===== config.mk =====
export PLATFORM = sky130hd
export DESIGN_NAME = msg_decrypt_engine_flat
export DESIGN_NICKNAME = d
export VERILOG_FILES = /design/src/rtl/msg_decrypt_engine_if.sv /design/src/rtl/msg_decrypt_engine.sv /design/src/flat_wrapper.sv
export SDC_FILE = /design/constraint.sdc
export NUM_CORES = 1
export LEC_CHECK = 0
export CORE_ASPECT_RATIO = 0.6
export CORE_MARGIN = 4
export CORE_UTILIZATION = 60
export DETAILED_ROUTE_END_ITERATION = 16
export DONT_BUFFER_PORTS = 1
export PLACE_DENSITY = 0.79
export SYNTH_ARGS = -nofsm -noshare
export SYNTH_HDL_FRONTEND = slang
export SYNTH_SLANG_ARGS = --single-unit

===== constraint.sdc =====
create_clock -name Clk -period 9.6 [get_ports Clk]
set_clock_uncertainty 0.05 [all_clocks]
set_input_delay 1.44 -clock Clk [delete_from_list [all_inputs] [get_ports Clk]]
set_output_delay 1.44 -clock Clk [all_outputs]
set_load 0.1 [all_outputs]

===== src/rtl/msg_decrypt_engine_if.sv =====
// msg_decrypt_engine_if: Start/Ack handshake and single-port data-memory bus of the decrypt engine
interface msg_decrypt_engine_if;
  logic       Start;
  logic [7:0] MemAddr;
  logic [7:0] MemDataIn;
  logic [7:0] MemDataOut;
  logic       MemWrEn;
  logic       Ack;
  logic       Err;
  logic [3:0] PatIdx;
  modport master (input Start, MemDataIn, output MemAddr, MemDataOut, MemWrEn, Ack, Err, PatIdx);
  modport slave (output Start, MemDataIn, input MemAddr, MemDataOut, MemWrEn, Ack, Err, PatIdx);
endinterface


===== src/rtl/msg_decrypt_engine.sv =====
// msg_decrypt_engine: recovers LFSR tap/seed from the space preamble and decrypts ciphertext in data memory
module msg_decrypt_engine #(
  parameter logic [7:0] MSG_BASE = 8'd64,
  parameter logic [7:0] OUT_BASE = 8'd0,
  parameter int         MSG_LEN  = 64,
  parameter int         PRE_CHK  = 10,
  parameter logic [7:0] SPACE    = 8'h20
) (
  input logic Clk,
  input logic Reset,
  msg_decrypt_engine_if.master bus
);
  typedef enum logic [2:0] {IDLE, SEED, SEARCH, SCAN, DEC_RD, DEC_WR, PAD, DONE} state_t;
  localparam logic [7:0] PRE_LAST = 8'(MSG_BASE + PRE_CHK - 1);
  localparam logic [7:0] OUT_END  = 8'(OUT_BASE + MSG_LEN);
  localparam logic [7:0] OUT_LAST = 8'(OUT_BASE + MSG_LEN - 1);
  localparam logic [6:0] LAST_J   = 7'(MSG_LEN - 1);
  state_t     state_q;
  logic [7:0] addr_q, dout_q;
  logic       wr_q, ack_q, err_q, start_q;
  logic [3:0] p_q, pat_q;
  logic [6:0] s0_q, lfsr_q, j_q, k_q;
  logic [6:0] tap, nxt, c_sp;
  logic [7:0] c, d;
  logic       good;
  assign c    = bus.MemDataIn;
  assign c_sp = c[6:0] ^ SPACE[6:0];
  assign nxt  = {lfsr_q[5:0], ^(lfsr_q & tap)};
  assign good = c[7] == ^c[6:0];
  // bad-parity bytes decode to a marker that can never be mistaken for a space
  assign d    = good ? {1'b0, c[6:0] ^ lfsr_q} : 8'h80;
  assign bus.MemAddr    = addr_q;
  assign bus.MemDataOut = dout_q;
  assign bus.MemWrEn    = wr_q;
  assign bus.Ack        = ack_q;
  assign bus.Err        = err_q;
  assign bus.PatIdx     = pat_q;
  // candidate tap pattern ROM, searched lowest index first
  always_comb begin
    case (p_q)
      4'd0:    tap = 7'h60;
      4'd1:    tap = 7'h48;
      4'd2:    tap = 7'h78;
      4'd3:    tap = 7'h72;
      4'd4:    tap = 7'h6A;
      4'd5:    tap = 7'h69;
      4'd6:    tap = 7'h5C;
      4'd7:    tap = 7'h7E;
      default: tap = 7'h7B;
    endcase
  end
  // control FSM; the registered address/strobe describe this cycle's single memory access
  always_ff @(posedge Clk) begin
    if (Reset) begin
      state_q <= IDLE;
      addr_q  <= '0;
      dout_q  <= '0;
      wr_q    <= 1'b0;
      ack_q   <= 1'b0;
      err_q   <= 1'b0;
      pat_q   <= '0;
      start_q <= 1'b0;
      p_q     <= '0;
      s0_q    <= '0;
      lfsr_q  <= '0;
      j_q     <= '0;
      k_q     <= '0;
    end else begin
      start_q <= bus.Start;
      case (state_q)
        IDLE: if (start_q && !bus.Start) begin
          state_q <= SEED;
          addr_q  <= MSG_BASE;
        end
        SEED: begin
          s0_q    <= c_sp;
          lfsr_q  <= c_sp;
          p_q     <= '0;
          addr_q  <= MSG_BASE + 8'd1;
          state_q <= SEARCH;
        end
        SEARCH:
          if (nxt == c_sp) begin
            if (addr_q == PRE_LAST) begin
              pat_q   <= p_q;
              lfsr_q  <= s0_q;
              j_q     <= '0;
              addr_q  <= MSG_BASE;
              state_q <= SCAN;
            end else begin
              lfsr_q <= nxt;
              addr_q <= addr_q + 8'd1;
            end
          end else if (p_q == 4'd8) begin
            err_q   <= 1'b1;
            ack_q   <= 1'b1;
            state_q <= DONE;
          end else begin
            p_q    <= p_q + 4'd1;
            lfsr_q <= s0_q;
            addr_q <= MSG_BASE + 8'd1;
          end
        SCAN:
          if (d != SPACE) begin
            k_q     <= j_q;
            state_q <= DEC_RD;
          end else if (j_q == LAST_J) begin
            k_q     <= 7'(MSG_LEN);
            addr_q  <= OUT_BASE;
            dout_q  <= SPACE;
            wr_q    <= 1'b1;
            state_q <= PAD;
          end else begin
            lfsr_q <= nxt;
            j_q    <= j_q + 7'd1;
            addr_q <= addr_q + 8'd1;
          end
        DEC_RD: begin
          addr_q  <= OUT_BASE + {1'b0, j_q - k_q};
          dout_q  <= d;
          wr_q    <= 1'b1;
          lfsr_q  <= nxt;
          state_q <= DEC_WR;
        end
        DEC_WR:
          if (j_q == LAST_J) begin
            if (k_q == 7'd0) begin
              wr_q    <= 1'b0;
              ack_q   <= 1'b1;
              state_q <= DONE;
            end else begin
              addr_q  <= OUT_END - {1'b0, k_q};
              dout_q  <= SPACE;
              state_q <= PAD;
            end
          end else begin
            j_q     <= j_q + 7'd1;
            addr_q  <= MSG_BASE + {1'b0, j_q} + 8'd1;
            wr_q    <= 1'b0;
            state_q <= DEC_RD;
          end
        PAD:
          if (addr_q == OUT_LAST) begin
            wr_q    <= 1'b0;
            ack_q   <= 1'b1;
            state_q <= DONE;
          end else begin
            addr_q <= addr_q + 8'd1;
          end
        DONE: if (bus.Start) begin
          ack_q   <= 1'b0;
          err_q   <= 1'b0;
          state_q <= IDLE;
        end
        default: state_q <= IDLE;
      endcase
    end
  end
endmodule


===== src/flat_wrapper.sv =====
// flat-port wrapper written by rule: the top's interface ports become plain ports
module msg_decrypt_engine_flat 
#(
  parameter logic [7:0] MSG_BASE = 8'd64,
  parameter logic [7:0] OUT_BASE = 8'd0,
  parameter int         MSG_LEN  = 64,
  parameter int         PRE_CHK  = 10,
  parameter logic [7:0] SPACE    = 8'h20
)
  (Clk, Reset, bus_Start, bus_MemDataIn, bus_MemAddr, bus_MemDataOut, bus_MemWrEn, bus_Ack, bus_Err, bus_PatIdx);
  msg_decrypt_engine_if bus_i ();
  input logic Clk;
  input logic Reset;
  input wire logic [$bits(bus_i.Start)-1:0] bus_Start;
  input wire logic [$bits(bus_i.MemDataIn)-1:0] bus_MemDataIn;
  output wire logic [$bits(bus_i.MemAddr)-1:0] bus_MemAddr;
  output wire logic [$bits(bus_i.MemDataOut)-1:0] bus_MemDataOut;
  output wire logic [$bits(bus_i.MemWrEn)-1:0] bus_MemWrEn;
  output wire logic [$bits(bus_i.Ack)-1:0] bus_Ack;
  output wire logic [$bits(bus_i.Err)-1:0] bus_Err;
  output wire logic [$bits(bus_i.PatIdx)-1:0] bus_PatIdx;
  assign bus_i.Start = bus_Start;
  assign bus_i.MemDataIn = bus_MemDataIn;
  assign bus_MemAddr = bus_i.MemAddr;
  assign bus_MemDataOut = bus_i.MemDataOut;
  assign bus_MemWrEn = bus_i.MemWrEn;
  assign bus_Ack = bus_i.Ack;
  assign bus_Err = bus_i.Err;
  assign bus_PatIdx = bus_i.PatIdx;
  msg_decrypt_engine #(.MSG_BASE(MSG_BASE), .OUT_BASE(OUT_BASE), .MSG_LEN(MSG_LEN), .PRE_CHK(PRE_CHK), .SPACE(SPACE)) u_core (.Clk(Clk), .Reset(Reset), .bus(bus_i));
endmodule

==> results.cfg <==
[sta]
setup_ws_ps = 4968
rsz0062_at_grt = no
hold_ws_ps = 400.9
fin_tns_setup_ps = 0
worst_slew_margin_rel = 0.07988
hold_viol = 0
setup_viol = 0
slew_viol_final = 0
period_share = 0.4825
tightest_slew_ps = 1345
fmax_mhz = 215.9
period_needed_ps = 4632

[job]
maxCapViolCount = 0

[place]
dp_hpwl_um = 8719
io_buffers = 0
routabilityCongestion = 0.9638
placed_area_um2 = 4288
dp_slack_ps = 5163

[status]
status = finished clean

[critical_path]
start_kind = register
worstPathArrival_ps = 4790
cp-startpoint = u_core.bus.MemAddr[0]$_SDFFE_PP0P_
required_ps = 9760
cp-end-kind = register
crit_fanout = 8
criticalPathCategory = register to register
r2r-start = u_core.bus.MemAddr[0]$_SDFFE_PP0P_

[detailed_routing]
via_count = 4159
first_pass_iters = 6
wl_um = 12100
viasPerCell = 6.774
drc = 0
first_iter_violations = 661
routedWlPerCell_um = 19.71
ant_nets = 0

[power_and_ir_drop]
ir_drop_uv = 222.6
powerDensity_nw_per_um2 = 283.5
total_leakage_power_nw = 1.701

[synthesis]
yosys_warnings = 0
synth.largest_area_cell = dfxtp_1
avgSynthCellArea_um2 = 7.980
ys_seq_area_frac = 0.3020
synth_edf_count = 0
ys_ff_latch = 65
synth-main-ff-cell = dfxtp_1
netlist_area_um2 = 4309
ys_top_cells_by_area = dfxtp_1, nor2_1, nand2_1
async_flop_share = 0
yosysUniqueCellTypes = 70
synthCells = 540
synth_nets = 567
synth_top_area_frac = 0.3020

[floorplanning]
fp.dieW_um = 117.4
ioPinCount = 34
start_util = 0.6318
die_area_um2 = 8646
core_region_area_um2 = 6820
num_rows = 23
die_h_um = 73.65

[clocking]
cts_buffer_depth = 2
postCtsHoldBufs = 0
htreeDepth = 3
cts_buffers = 9
post_cts_resized = 0
clk_pin_slew_ps = 60
cts_tree = yes
post_cts_buffers = 0
worstSkewPairLatency_ps = 340
clockRootBuffer = clkbuf_16
cts_sinks = 65

[layout]
area_delta_synth_final_pct = 6.185
final_common_cell = dfxtp_1
antenna_cells = 0
final_area_um2 = 4576
drive_above_1_share = 0.05313
nets = 549
final_cell_mix = dfxtp_1, nor2_1, nand2_1

[grt]
grt_pass1_wl_um = 19640
antenna_found_initial = 0
grt_usage = 0.2887
grt_pass1_vias = 3593
grt_overflow = 0
grt_max_degree = 48

[hold_path]
hold_start = u_core.s0_q[1]$_SDFFE_PP0P_
hp-class = register to register
==> final cells by class <==
cell class	count	area, um^2
Multi-Input combinational cell	415	2750
Fill cell	541	2245
Sequential cell	65	1301
Clock buffer	10	229.0
Tap cell	87	108.9
Inverter	28	105.1
Clock inverter	6	58.81
Timing Repair Buffer	3	22.52
==> routing by layer <==
| layer | vias to the layer above | part of all wire | global-route usage |
|---|---|---|---|
| met3 | 27 | 0.16 | 0.1092 |
| met1 | 1912 | 0.45 | 0.4317 |
| met5 | - | 0 | 0 |
| li1 | 1927 | - | - |
| met2 | 293 | 0.38 | 0.3798 |
| met4 | 0 | 0.015 | 0.07932 |
==> critical path: stages, from the launching register on <==
cell	delay (ps)
dfxtp_1	1080
ha_1	270
nor4bb_1	420
a21oi_1	220
nand4_1	200
nor3_1	80
a2111oi_0	1160
nand2_1	460
a221oi_1	460
o22ai_2	110
==> Yosys cell counts, types with 7 or more instances <==
master	number
a22oi_1	14
xor2_1	17
o21ai_0	11
clkbuf_1	22
mux2i_1	10
nor2_1	57
inv_1	26
or3_1	10
nor3_1	11
nand3_1	11
o22ai_1	8
xnor2_1	22
dfxtp_1	65
o21ai_1	7
nand2_1	55
a211oi_1	11
ha_1	15
nand2b_1	7
and2_1	9
and3_1	8
a21oi_1	33
a32o_1	9
==> path summary, 6_finish.rpt <==
kind	to	slack (ps)	depth (start not counted)
worst min-delay path	u_core.s0_q[1]$_SDFFE_PP0P_	400	2
worst max-delay path	u_core.bus.MemAddr[5]$_SDFFE_PP0P_	4970	9
worst max register to register	u_core.bus.MemAddr[5]$_SDFFE_PP0P_	4970	9
worst min register to register	u_core.s0_q[1]$_SDFFE_PP0P_	400	2
==> flip-flops by register name (all words and copies together) (netlist names), named ones only <==
signal / count
u_core.bus.MemAddr: 8
u_core.bus.MemDataOut: 8
u_core.j_q: 7
u_core.k_q: 7
u_core.lfsr_q: 7
u_core.s0_q: 7
u_core.bus.PatIdx: 4
u_core.p_q: 4
u_core.state_q: 3
u_core.bus.Ack: 1
u_core.bus.Err: 1
u_core.bus.MemWrEn: 1
u_core.start_q: 1
==> cell families after synthesis <==
logic type	count (synthesis)	share of synthesized area
compound gates	151	0.2506
xor+xnor	41	0.08972
fa+ha+maj	16	0.04820
buf+inv	60	0.05981
flops	65	0.3020
mux	11	0.02584
simple gates	196	0.2239
==> report_power, final <==
part	switching, mW	internal [mW]
Sequential	0.181	0.318
Combinational	0.289	0.187
Clock	0.122	0.199
Total	0.592	0.705
==> metrics by stage <==
stage / util / power, mW / std cells
after global routing: 0.6709 / 1.363 / 614
after global placement: 0.6287 / 0.9429 / 598
after floorplan: - / 0.8581 / 540
after CTS: 0.6709 / 1.282 / 614
after detailed placement: 0.6287 / 0.9566 / 598
final: 0.6709 / 1.297 / 614
Note: power is estimated with default switching activity, not from simulation.
